[config.mk]
export PLATFORM = sky130hd
export DESIGN_NAME = tlb_query_engine
export DESIGN_NICKNAME = d
export VERILOG_FILES = /design/src/rtl/tlb_pkg.sv /design/src/rtl/tlb_query_engine.sv
export SDC_FILE = /design/constraint.sdc
export NUM_CORES = 1
export LEC_CHECK = 0
export CAP_MARGIN = 20
export CORE_UTILIZATION = 45
export CTS_CLUSTER_DIAMETER = 100
export CTS_CLUSTER_SIZE = 10
export DETAILED_ROUTE_END_ITERATION = 8
export DONT_BUFFER_PORTS = 1
export HOLD_SLACK_MARGIN = 0.08
export PLACE_DENSITY = 0.71
export SETUP_SLACK_MARGIN = 0.3
export SLEW_MARGIN = 25
export SYNTH_ARGS = -nofsm -noshare
export SYNTH_HDL_FRONTEND = slang
export SYNTH_SLANG_ARGS = --single-unit
[constraint.sdc]
create_clock -name clk -period 3.5 [get_ports clk]
set_input_delay 0.7 -clock clk [delete_from_list [all_inputs] [get_ports clk]]
set_output_delay 0.7 -clock clk [all_outputs]
set_load 0.02 [all_outputs]
[src/rtl/tlb_pkg.sv]
// Shared TLB definitions: geometry, the CP0 entry layout and the query-engine state encoding.
package tlb_pkg;

  localparam int NUM_ENTRIES = 16;
  localparam int IDX_W       = 4;
  localparam int VPN2_W      = 19;
  localparam int ENTRY_W     = 71;

  // Bit positions inside an entry, identical to the layout CP0 writes.
  localparam int VPN2_HI = 70;
  localparam int VPN2_LO = 52;
  localparam int PFN1_HI = 51;
  localparam int PFN1_LO = 28;
  localparam int D1_BIT  = 27;
  localparam int V1_BIT  = 26;
  localparam int PFN0_HI = 25;
  localparam int PFN0_LO = 2;
  localparam int D0_BIT  = 1;
  localparam int V0_BIT  = 0;

  typedef struct packed {
    logic [VPN2_W-1:0] vpn2;
    logic [23:0]       pfn1;
    logic              d1;
    logic              v1;
    logic [23:0]       pfn0;
    logic              d0;
    logic              v0;
  } tlb_entry_t;

  typedef enum logic [1:0] {IDLE, READ, SCAN, DONE} tlbq_state_e;

endpackage

[src/rtl/tlb_query_engine.sv]
// TLBR/TLBP execution for CP0: single-cycle entry read, or a linear VPN2 probe
// over the entry array through its combinational read port.
module tlb_query_engine
  import tlb_pkg::*;
(
  input  logic                     clk,
  input  logic                     rst,
  input  logic                     op_tlbp,
  input  logic                     op_tlbr,
  input  logic [IDX_W-1:0]         index_in,
  input  logic [VPN2_W-1:0]        probe_vpn2,
  input  logic                     tlbwi,
  output logic [IDX_W-1:0]         rd_idx,
  input  logic [ENTRY_W-1:0]       rd_entry,
  output logic                     busy,
  output logic                     done,
  output logic [ENTRY_W+IDX_W-1:0] tlbr_data,
  output logic                     probe_p,
  output logic [IDX_W-1:0]         probe_index
);

  localparam logic [1:0] S_IDLE = IDLE;
  localparam logic [1:0] S_READ = READ;
  localparam logic [1:0] S_SCAN = SCAN;
  localparam logic [1:0] S_DONE = DONE;

  localparam logic [IDX_W-1:0] LAST_IDX = IDX_W'(NUM_ENTRIES - 1);

  logic [1:0]        state;
  logic [VPN2_W-1:0] probeKey;
  logic              keyHit;

  // Only the VPN2 field takes part in the match; V/D bits are deliberately ignored.
  assign keyHit = (rd_entry[VPN2_HI:VPN2_LO] == probeKey);

  assign busy = (state != S_IDLE);
  assign done = (state == S_DONE);

  // NOTE: all state here uses <= so every branch sees the pre-edge values of rd_idx/state.
  always_ff @(posedge clk) begin
    if (rst) begin
      state       <= S_IDLE;
      probeKey    <= '0;
      rd_idx      <= '0;
      tlbr_data   <= '0;
      probe_p     <= 1'b0;
      probe_index <= '0;
    end else begin
      case (state)
        S_IDLE: begin
          if (op_tlbp) begin
            probeKey <= probe_vpn2;
            rd_idx   <= '0;
            state    <= S_SCAN;
          end else if (op_tlbr) begin
            rd_idx <= index_in;
            state  <= S_READ;
          end
        end
        S_READ: begin
          // A concurrent write may have changed this entry; retry on the next cycle.
          if (!tlbwi) begin
            tlbr_data <= {rd_entry, rd_idx};
            state     <= S_DONE;
          end
        end
        S_SCAN: begin
          if (tlbwi) begin
            rd_idx <= '0;
          end else if (keyHit) begin
            probe_index <= rd_idx;
            probe_p     <= 1'b0;
            state       <= S_DONE;
          end else if (rd_idx == LAST_IDX) begin
            probe_p <= 1'b1;
            state   <= S_DONE;
          end else begin
            rd_idx <= rd_idx + IDX_W'(1);
          end
        end
        S_DONE:  state <= S_IDLE;
        default: state <= S_IDLE;
      endcase
    end
  end

endmodule

* Word level (Yosys, flattened, before mapping)
Cells that the tools add are included.
W data, S select, Z words.
** Storage, ports and cells
- Register bits after elaboration :: 105
- Input bits :: 99
** Cells by class
- Add/sub/neg operators :: 1
- Eq/ne operators :: 11
- Mux-type cells :: 15
- Bitwise logic cells :: 1
- Reductions and logical operators :: 10
** Operators by type and width (count)
- $mux W4 :: 5
- $eq A19 B19 Y1 :: 1
- $mux W2 :: 6
- $ne A3 B3 Y1 const B :: 4
- $pmux W2 S4 :: 1
- $pmux W4 S2 :: 1
- $reduce_and A4 Y1 :: 2
- $reduce_and A3 Y1 :: 2
- $reduce_bool A2 Y1 :: 3
- $add A4 B1 Y4 const B :: 1
- $eq A2 B2 Y1 const B :: 2
- $eq A4 B4 Y1 const B :: 1
- $ne A2 B2 Y1 const B :: 2
- $reduce_and A2 Y1 :: 2
- $eq A2 B1 Y1 const B :: 1
- $logic_not A2 Y1 :: 1
- $mux W1 :: 2
- $not A1 Y1 :: 1

* Longest topological paths before layout
Gate-level depths: netlist of the first run.
- Word-level depth :: 5
- Gate-level depth with buffers :: 7
- Mapped depth without buffers :: 7

* Worst setup path before layout of the first run
OpenSTA, ideal clock, no wires.
- Kind :: in2reg
- Start :: in rd_entry[56]
- End :: reg state[0]
- Arrival time :: 1870 ps
- Data required time :: 3377 ps
- Setup slack :: 1507 ps
- Stages on the path :: 5
- Buffers on the path :: 0
- Cell sequence :: xor2_1 > nor4_2 > nand3b_2 > o21ai_2 > mux2_1
** Between the ends
- Cells in the longest elaborated chain, start to end :: 4
- Elaborated cells on any way between the ends :: 6
- Classes of those cells :: eq/ne: 2; mux: 3; reduce/logical: 1
** Ends and longest elaborated chain
- from (decl) :: line tlb_query_engine.sv:14 : input logic [ENTRY_W-1:0] rd_entry,
- $eq A19 B19 Y1 (*) :: line tlb_query_engine.sv:34 : assign keyHit = (rd_entry[VPN2_HI:VPN2_LO] == probeKey);
- $mux W2 :: line tlb_query_engine.sv:70 : end else if (keyHit) begin
- $mux W2 :: line tlb_query_engine.sv:68 : if (tlbwi) begin
- $pmux W2 S4 :: line tlb_query_engine.sv:49 : case (state)
- to (signal assigned) :: line tlb_query_engine.sv:54 : state <= S_SCAN;
- to (signal assigned) :: line tlb_query_engine.sv:73 : state <= S_DONE;
- to (signal assigned) :: line tlb_query_engine.sv:76 : state <= S_DONE;
- to (decl) :: line tlb_query_engine.sv:29 : logic [1:0] state;
Every way passes the cells marked *; elsewhere a longest branch is shown, timed or not. The select of a mux whose other input is x is not followed.
A chain may end at the register's enable or synchronous reset.

* Worst setup path in the final report of the first run
- Start :: reg state[1]
- End :: reg tlbr_data[5]
** Between the ends
- Cells in the longest elaborated chain, start to end :: 2
** Ends and longest elaborated chain
- from (signal assigned) :: line tlb_query_engine.sv:42 : state <= S_IDLE;
- from (signal assigned) :: line tlb_query_engine.sv:54
- from (signal assigned) :: line tlb_query_engine.sv:57 : state <= S_READ;
- $eq A2 B1 Y1 :: line tlb_query_engine.sv:49
- $reduce_and A2 Y1 (no line)
- to (signal assigned) :: line tlb_query_engine.sv:63 : tlbr_data <= {rd_entry, rd_idx};
- to (decl) :: line tlb_query_engine.sv:17 : output logic [ENTRY_W+IDX_W-1:0] tlbr_data,
Every way passes these cells.

==> results of run 1 <==
==> worst register-to-register path, cell delays in order, from the launching register on <==
cell     delay, ns
dfxtp_1       0.40
inv_1         0.08
ha_1          0.23
nand2_2       0.52
buf_4         0.49
nand2_1       0.12
a21oi_1       0.15
==> cells in the mapped netlist (2+ instances only) <==
| library cell | count |
|---|---|
| a32oi_1 | 2 |
| buf_1 | 7 |
| ha_1 | 5 |
| nand4_1 | 3 |
| nor2b_1 | 2 |
| o21ai_0 | 6 |
| nand3_1 | 9 |
| clkbuf_1 | 23 |
| o22ai_1 | 3 |
| dfxtp_1 | 105 |
| a21oi_1 | 101 |
| inv_1 | 8 |
| or4_1 | 2 |
| xor2_1 | 9 |
| a311oi_1 | 3 |
| xnor2_1 | 11 |
| and4_1 | 2 |
| nor2_1 | 11 |
| nor4_2 | 2 |
| nand2_1 | 192 |
==> registers in the layout, summed over array words and instances (netlist names) <==
| signal | flops |
|---|---|
| tlbr_data | 75 |
| probeKey | 19 |
| state | 2 |
| probe_index | 4 |
| probe_p | 1 |
| rd_idx | 4 |
==> stage by stage <==
stage / cell area, µm² / cells / utilization, %
3_3_place_gp: 4170 / 602 / 47.4
4_1_cts: 4350 / 618 / 49.4
6_report: 4350 / 618 / 49.4
2_1_floorplan: 4130 / 523 / -
5_1_grt: 4350 / 618 / 49.4
3_5_place_dp: 4170 / 602 / 47.4
==> layer usage <==
metal	vias up	share of wire (%)	track usage [%]
met5	-	0	0
met4	0	2.1	8.74
met3	15	10	8.23
met2	150	49	35.7
met1	1592	38	23.0
li1	1689	-	-
==> kinds of logic after synthesis <==
kind of cell,count (synthesis),share of synthesized area (%)
buffers and inverters,40,3.84
xor gates and xnor gates,20,4.24
muxes,2,0.515
AOI/OAI and AO/OA,120,15.6
adders and majority gates,5,1.51
and+or+nand+nor,231,23.5
DFF,105,50.8
==> report_power, final <==
part	switching [mW]	internal, mW
clock network	0.415	0.283
registers	0.237	1.34
logic	0.342	0.196
==> final cells by class <==
class / count / area [µm²] / area share, %
Multi-Input combinational cell: 378 / 1880 / 43.2
Sequential cell: 105 / 2100 / 48.3
Inverter: 8 / 30.0 / 0.690
Tap cell: 108 / 135 / 3.10
Timing Repair Buffer: 3 / 22.5 / 0.517
Clock inverter: 5 / 40.0 / 0.920
Clock buffer: 11 / 141 / 3.25
==> path summary, 6_finish.rpt <==
check                   start             to  slack (ns)  cells past startpoint
setup / recovery     state[1]   tlbr_data[5]        1.45                      6
hold / removal            rst  tlbr_data[42]        0.40                      1
setup reg to reg     state[1]   tlbr_data[5]        1.45                      6
hold reg to reg   probeKey[0]    probeKey[0]        0.47                      2
==> summary.txt, run 1 <==
Timing
  • Slew Limit Fails: 0
  • Fin crit share: 58.6%
  • Final setup vio count: 0
  • RSZ-0062 raised after global routing: no
  • Max Clock Skew: 0.0149 ns
  • WHS: 0.397 ns
  • Tmin final: 2.05 ns
  • Fin Setup TNS: 0 ns
  • Slew HR: 50.0%
  • Worst setup margin: 1.45 ns
  • Worst-margin pin slew: 0.751 ns
  • Hold Vio Cnt, Final: 0
  • Fmax achieved: 488 MHz

Synthesis
  • Synth warnings: 0
  • Unique masters post-synth: 37
  • Synth Instances: 523
  • Top post-synthesis cells by area: dfxtp_1 (51%), nand2_1 (17%), a21oi_1 (12%)
  • Synth async-reset ratio: 0%
  • Syn_nets: 627
  • Syn Area/Cell: 7.90 µm²
  • Yosys reg bits: 105
  • Post-Syn Area: 0.00413 mm²
  • Leading area contributor after synthesis: dfxtp_1
  • Main synth FF type: dfxtp_1
  • Register area share after synthesis: 50.8%
  • Post-synth EDFFs: 0
  • Top-area cell type share of the netlist area: 50.8%

Drt
  • Vias: 3446
  • Routed len/inst: 16.1 µm
  • Drt total wl: 9950 µm
  • Antenna Nets Post-Route: 0
  • Via-to-Cell Ratio: 5.58
  • Iteration-0 DRC Markers: 130
  • First-pass DRT Iterations: 6
  • DRC viols: 22

Die
  • Area of the core: 0.00881 mm²
  • Die Span Y: 97.8 µm
  • DIE AREA: 0.00957 mm²
  • Initial core utilization: 46.9%
  • Die Wd: 97.8 µm
  • Number of cell rows: 34
  • Ports: 185

GRT
  • Initial antenna violation count: 0
  • GR Overflow Total: 0
  • First-pass GRT wire length: 15900 µm
  • Vias in the first global route: 3340
  • Largest net degree at the start of global routing: 107
  • Tot GR Track Use: 20.9%

Layout
  • Ratio of cells with drive above 1 in the final layout: 5.29%
  • Commonest non-fill, non-tap cell in the layout: nand2_1
  • Most frequent cells in the layout: nand2_1 (191), dfxtp_1 (105), a21oi_1 (101)
  • Synth-to-layout area growth: 5.33%
  • Fill count: 894
  • Ant. Diodes: 0
  • Nets@finish: 609

Placed design
  • Placer Congestion: 0.907
  • Final HPWL from detailed placement: 6970 µm
  • Worst slack at placement: 1.32 ns
  • # port buffers: 0

Pwr
  • Leak Pwr: 1.49 nW
  • Worst VDD drop: 0.261 mV
  • Power, Total: 2.81 mW
  • Pwr dens: 645 mW/mm²

Setup path
  • Worst path required time: 3.79 ns
  • CP top delay family: simple AND/OR/NAND/NOR gates
  • Critical-path cell with the highest stage delay: nand2_2
  • Critical path endpoint category: flip-flop
  • Critical Path AT: 2.34 ns
  • Maximum fanout along the worst path: 38
  • Worst-path cell chain: inv_1 -> ha_1 -> nand2_2 -> buf_4 -> nand2_1 -> a21oi_1
  • Crit path buf inv count: 2
  • Startpoint types: flip-flop
  • Slowest stage delay, CP: 0.52 ns
  • Worst setup path class: reg2reg

CTS
  • Total CTS buffers: 9
  • CTS tree: done
  • Clock transition at the registers of the reported paths: 0.10 ns
  • Clock Tree Root: clkbuf_8
  • Clock Path Buffers: 2
  • Post-CTS Setup Bufs: 0
  • Htree depth: 3
  • Hold Buf Count CTS: 0
  • Clock latency on the worst-skew pair: 0.37 ns
  • Cts repair resizes: 0
  • Sink Count: 105

Run status
  • Status: finished, violations left
  • Violated checks: design-rule violations

Min path
  • HP Class: in2reg

Run
  • Max Cap Violations: 0
Note: power is estimated with default switching activity, not from simulation.
==> inputs of run 2 (changes only) <==
Clock period 3.5 ns to 2.15 ns, I/O delays scaled along.
==> summary.txt, run 2 (same netlist as run 1, synthesis figures left out) <==
Die
  • DIE AREA: 0.00957 mm² (unchanged)
  • Initial core utilization: 46.9% (unchanged)
  • Number of cell rows: 34 (unchanged)
  • Area of the core: 0.00881 mm² (unchanged)
  • Ports: 185 (unchanged)
  • Die Wd: 97.8 µm (unchanged)
  • Die Span Y: 97.8 µm (unchanged)

Timing
  • Worst-margin pin slew: 0.400 ns (was 0.751 ns)
  • Slew Limit Fails: 0 (unchanged)
  • Hold Vio Cnt, Final: 0 (unchanged)
  • Fmax achieved: 572 MHz (was 488 MHz)
  • Tmin final: 1.75 ns (was 2.05 ns)
  • Fin crit share: 81.3% (was 58.6%)
  • Max Clock Skew: 0.0133 ns (was 0.0149 ns)
  • Fin Setup TNS: 0 ns (unchanged)
  • Final setup vio count: 0 (unchanged)
  • RSZ-0062 raised after global routing: yes (was no)
  • Slew HR: 73.3% (was 50.0%)

Drt
  • Antenna Nets Post-Route: 0 (unchanged)
  • Iteration-0 DRC Markers: 197 (was 130)
  • Via-to-Cell Ratio: 5.50 (was 5.58)
  • Vias: 3427 (was 3446)
  • Routed len/inst: 15.9 µm (was 16.1 µm)
  • Drt total wl: 9900 µm (was 9950 µm)
  • First-pass DRT Iterations: 9 (was 6)
  • DRC viols: 22 (unchanged)

Run
  • Max Cap Violations: 0 (unchanged)

Setup path
  • Critical-path cell with the highest stage delay: or3b_1 (was nand2_2)
  • Slowest stage delay, CP: 0.40 ns (was 0.52 ns)
  • CP top delay family: compound AO/OA/AOI/OAI gates (was simple AND/OR/NAND/NOR gates)
  • Worst setup path class: reg2reg (unchanged)
  • Maximum fanout along the worst path: 8 (was 38)
  • Critical path endpoint category: flip-flop (unchanged)
  • Worst path required time: 2.40 ns (was 3.79 ns)
  • Startpoint types: flip-flop (unchanged)
  • Critical Path AT: 2.00 ns (was 2.34 ns)
  • Crit path buf inv count: 1 (was 2)
  • Worst-path cell chain: inv_1 -> ha_2 -> or3b_1 -> o221a_2 -> o21ai_0 -> a21oi_1 -> o32ai_1 (was inv_1 -> ha_1 -> nand2_2 -> buf_4 -> nand2_1 -> a21oi_1)

Pwr
  • Leak Pwr: 1.51 nW (was 1.49 nW)
  • Pwr dens: 1030 mW/mm² (was 645 mW/mm²)
  • Worst VDD drop: 0.446 mV (was 0.261 mV)

Layout
  • Biggest regs: tlbr_data (75), probeKey (19) (unchanged)
  • Most flops, register: tlbr_data (unchanged)
  • Ratio of cells with drive above 1 in the final layout: 6.41% (was 5.29%)
  • Most frequent cells in the layout: nand2_1 (191), dfxtp_1 (105), a21oi_1 (101) (unchanged)
  • Ant. Diodes: 0 (unchanged)
  • Commonest non-fill, non-tap cell in the layout: nand2_1 (unchanged)
  • Largest register FFs: 75 (unchanged)
  • Nets@finish: 614 (was 609)
  • Synth-to-layout area growth: 6.63% (was 5.33%)
  • Fin area: 0.00441 mm² (was 0.00435 mm²)

CTS
  • Clock transition at the registers of the reported paths: 0.10 ns (about the same)
  • Htree depth: 3 (unchanged)
  • CTS tree: done (unchanged)
  • Clock Tree Root: clkbuf_8 (unchanged)
  • Total CTS buffers: 9 (unchanged)
  • Sink Count: 105 (unchanged)
  • Clock Path Buffers: 2 (unchanged)
  • Hold Buf Count CTS: 0 (unchanged)
  • Clock latency on the worst-skew pair: 0.34 ns (was 0.37 ns)

GRT
  • Largest net degree at the start of global routing: 107 (unchanged)
  • Tot GR Track Use: 20.5% (was 20.9%)
  • Initial antenna violation count: 0 (unchanged)
  • Vias in the first global route: 3307 (was 3340)
  • GR Overflow Total: 0 (unchanged)
  • First-pass GRT wire length: 16000 µm (was 15900 µm)

Run status
  • Violated checks: design-rule violations (unchanged)
  • Status: finished, violations left (unchanged)

Placed design
  • Placed cell area: 0.00424 mm² (was 0.00417 mm²)
  • # port buffers: 0 (unchanged)
  • Placer Congestion: 0.922 (was 0.907)
  • Final HPWL from detailed placement: 7010 µm (was 6970 µm)

Min path
  • HP Class: in2reg (unchanged)
run 2: cell count changes in the layout (fill, tap and decap cells not counted), sizes merged:
| cell | delta |
|---|---|
| clkinvlp | +1 |
| buf | +5 |
| clkbuf | +1 |
| clkinv | -1 |
| inv | -1 |
run 2: repair_timing:
action,4_1_cts,5_1_grt
resized for setup,1,2
setup endpoints to repair,1,3
buffers inserted,0,0
gates cloned,0,0
run 2: worst reg2reg max path, stage by stage (launching register included):
cell     delay, ns
dfxtp_1       0.34
inv_1         0.12
ha_2          0.25
or3b_1        0.40
o221a_2       0.20
o21ai_0       0.09
a21oi_1       0.06
o32ai_1       0.21
run 2: final timing paths:
kind / startpoint / end / slack, ns / depth (start not counted)
worst min register to register: probeKey[4] / probeKey[4] / 0.47 / 2
worst min-delay path: rst / tlbr_data[50] / 0.15 / 1
worst max register to register: state[0] / rd_idx[3] / 0.40 / 7
worst max-delay path: state[0] / rd_idx[3] / 0.40 / 7
run 2: where the power goes:
part           internal, mW  switching [mW]  total (mW)  leakage (nW)
clock network         0.424           0.637        1.06        0.0688
registers              2.17           0.328        2.50         0.853
logic                 0.372           0.617       0.990         0.590
total                  2.97            1.58        4.55          1.51
run 2: area by class of cell:
class / count / area [µm²]
sequential: 105 / 2100
multi-input combinational: 378 / 1890
fill: 894 / 4400
clock inverter: 4 / 30.0
clock buffer: 12 / 135
timing repair buffer: 8 / 85.1
tap: 108 / 135
inverter: 8 / 30.0
run 2: metal layers:
metal | global-route usage (%) | wire length [µm] | up-vias
met5 | 0 | 0 | -
met4 | 8.51 | 245 | 0
met3 | 5.58 | 832 | 19
met2 | 34.2 | 4900 | 150
met1 | 25.0 | 3930 | 1563
li1 | - | - | 1695
run 2: per-stage QoR:
step	power (mW)	setup WS [ns]	hold WS, ns	utilization (%)	instances
after floorplan	3.28	0.427	0.448	-	523
after global placement	3.50	0.372	0.448	48.1	607
after detailed placement	3.54	0.312	0.452	48.1	607
after CTS	4.60	0.363	0.135	50.0	623
after global routing	4.82	0.292	0.132	50.1	623
final	4.55	0.401	0.150	50.1	623
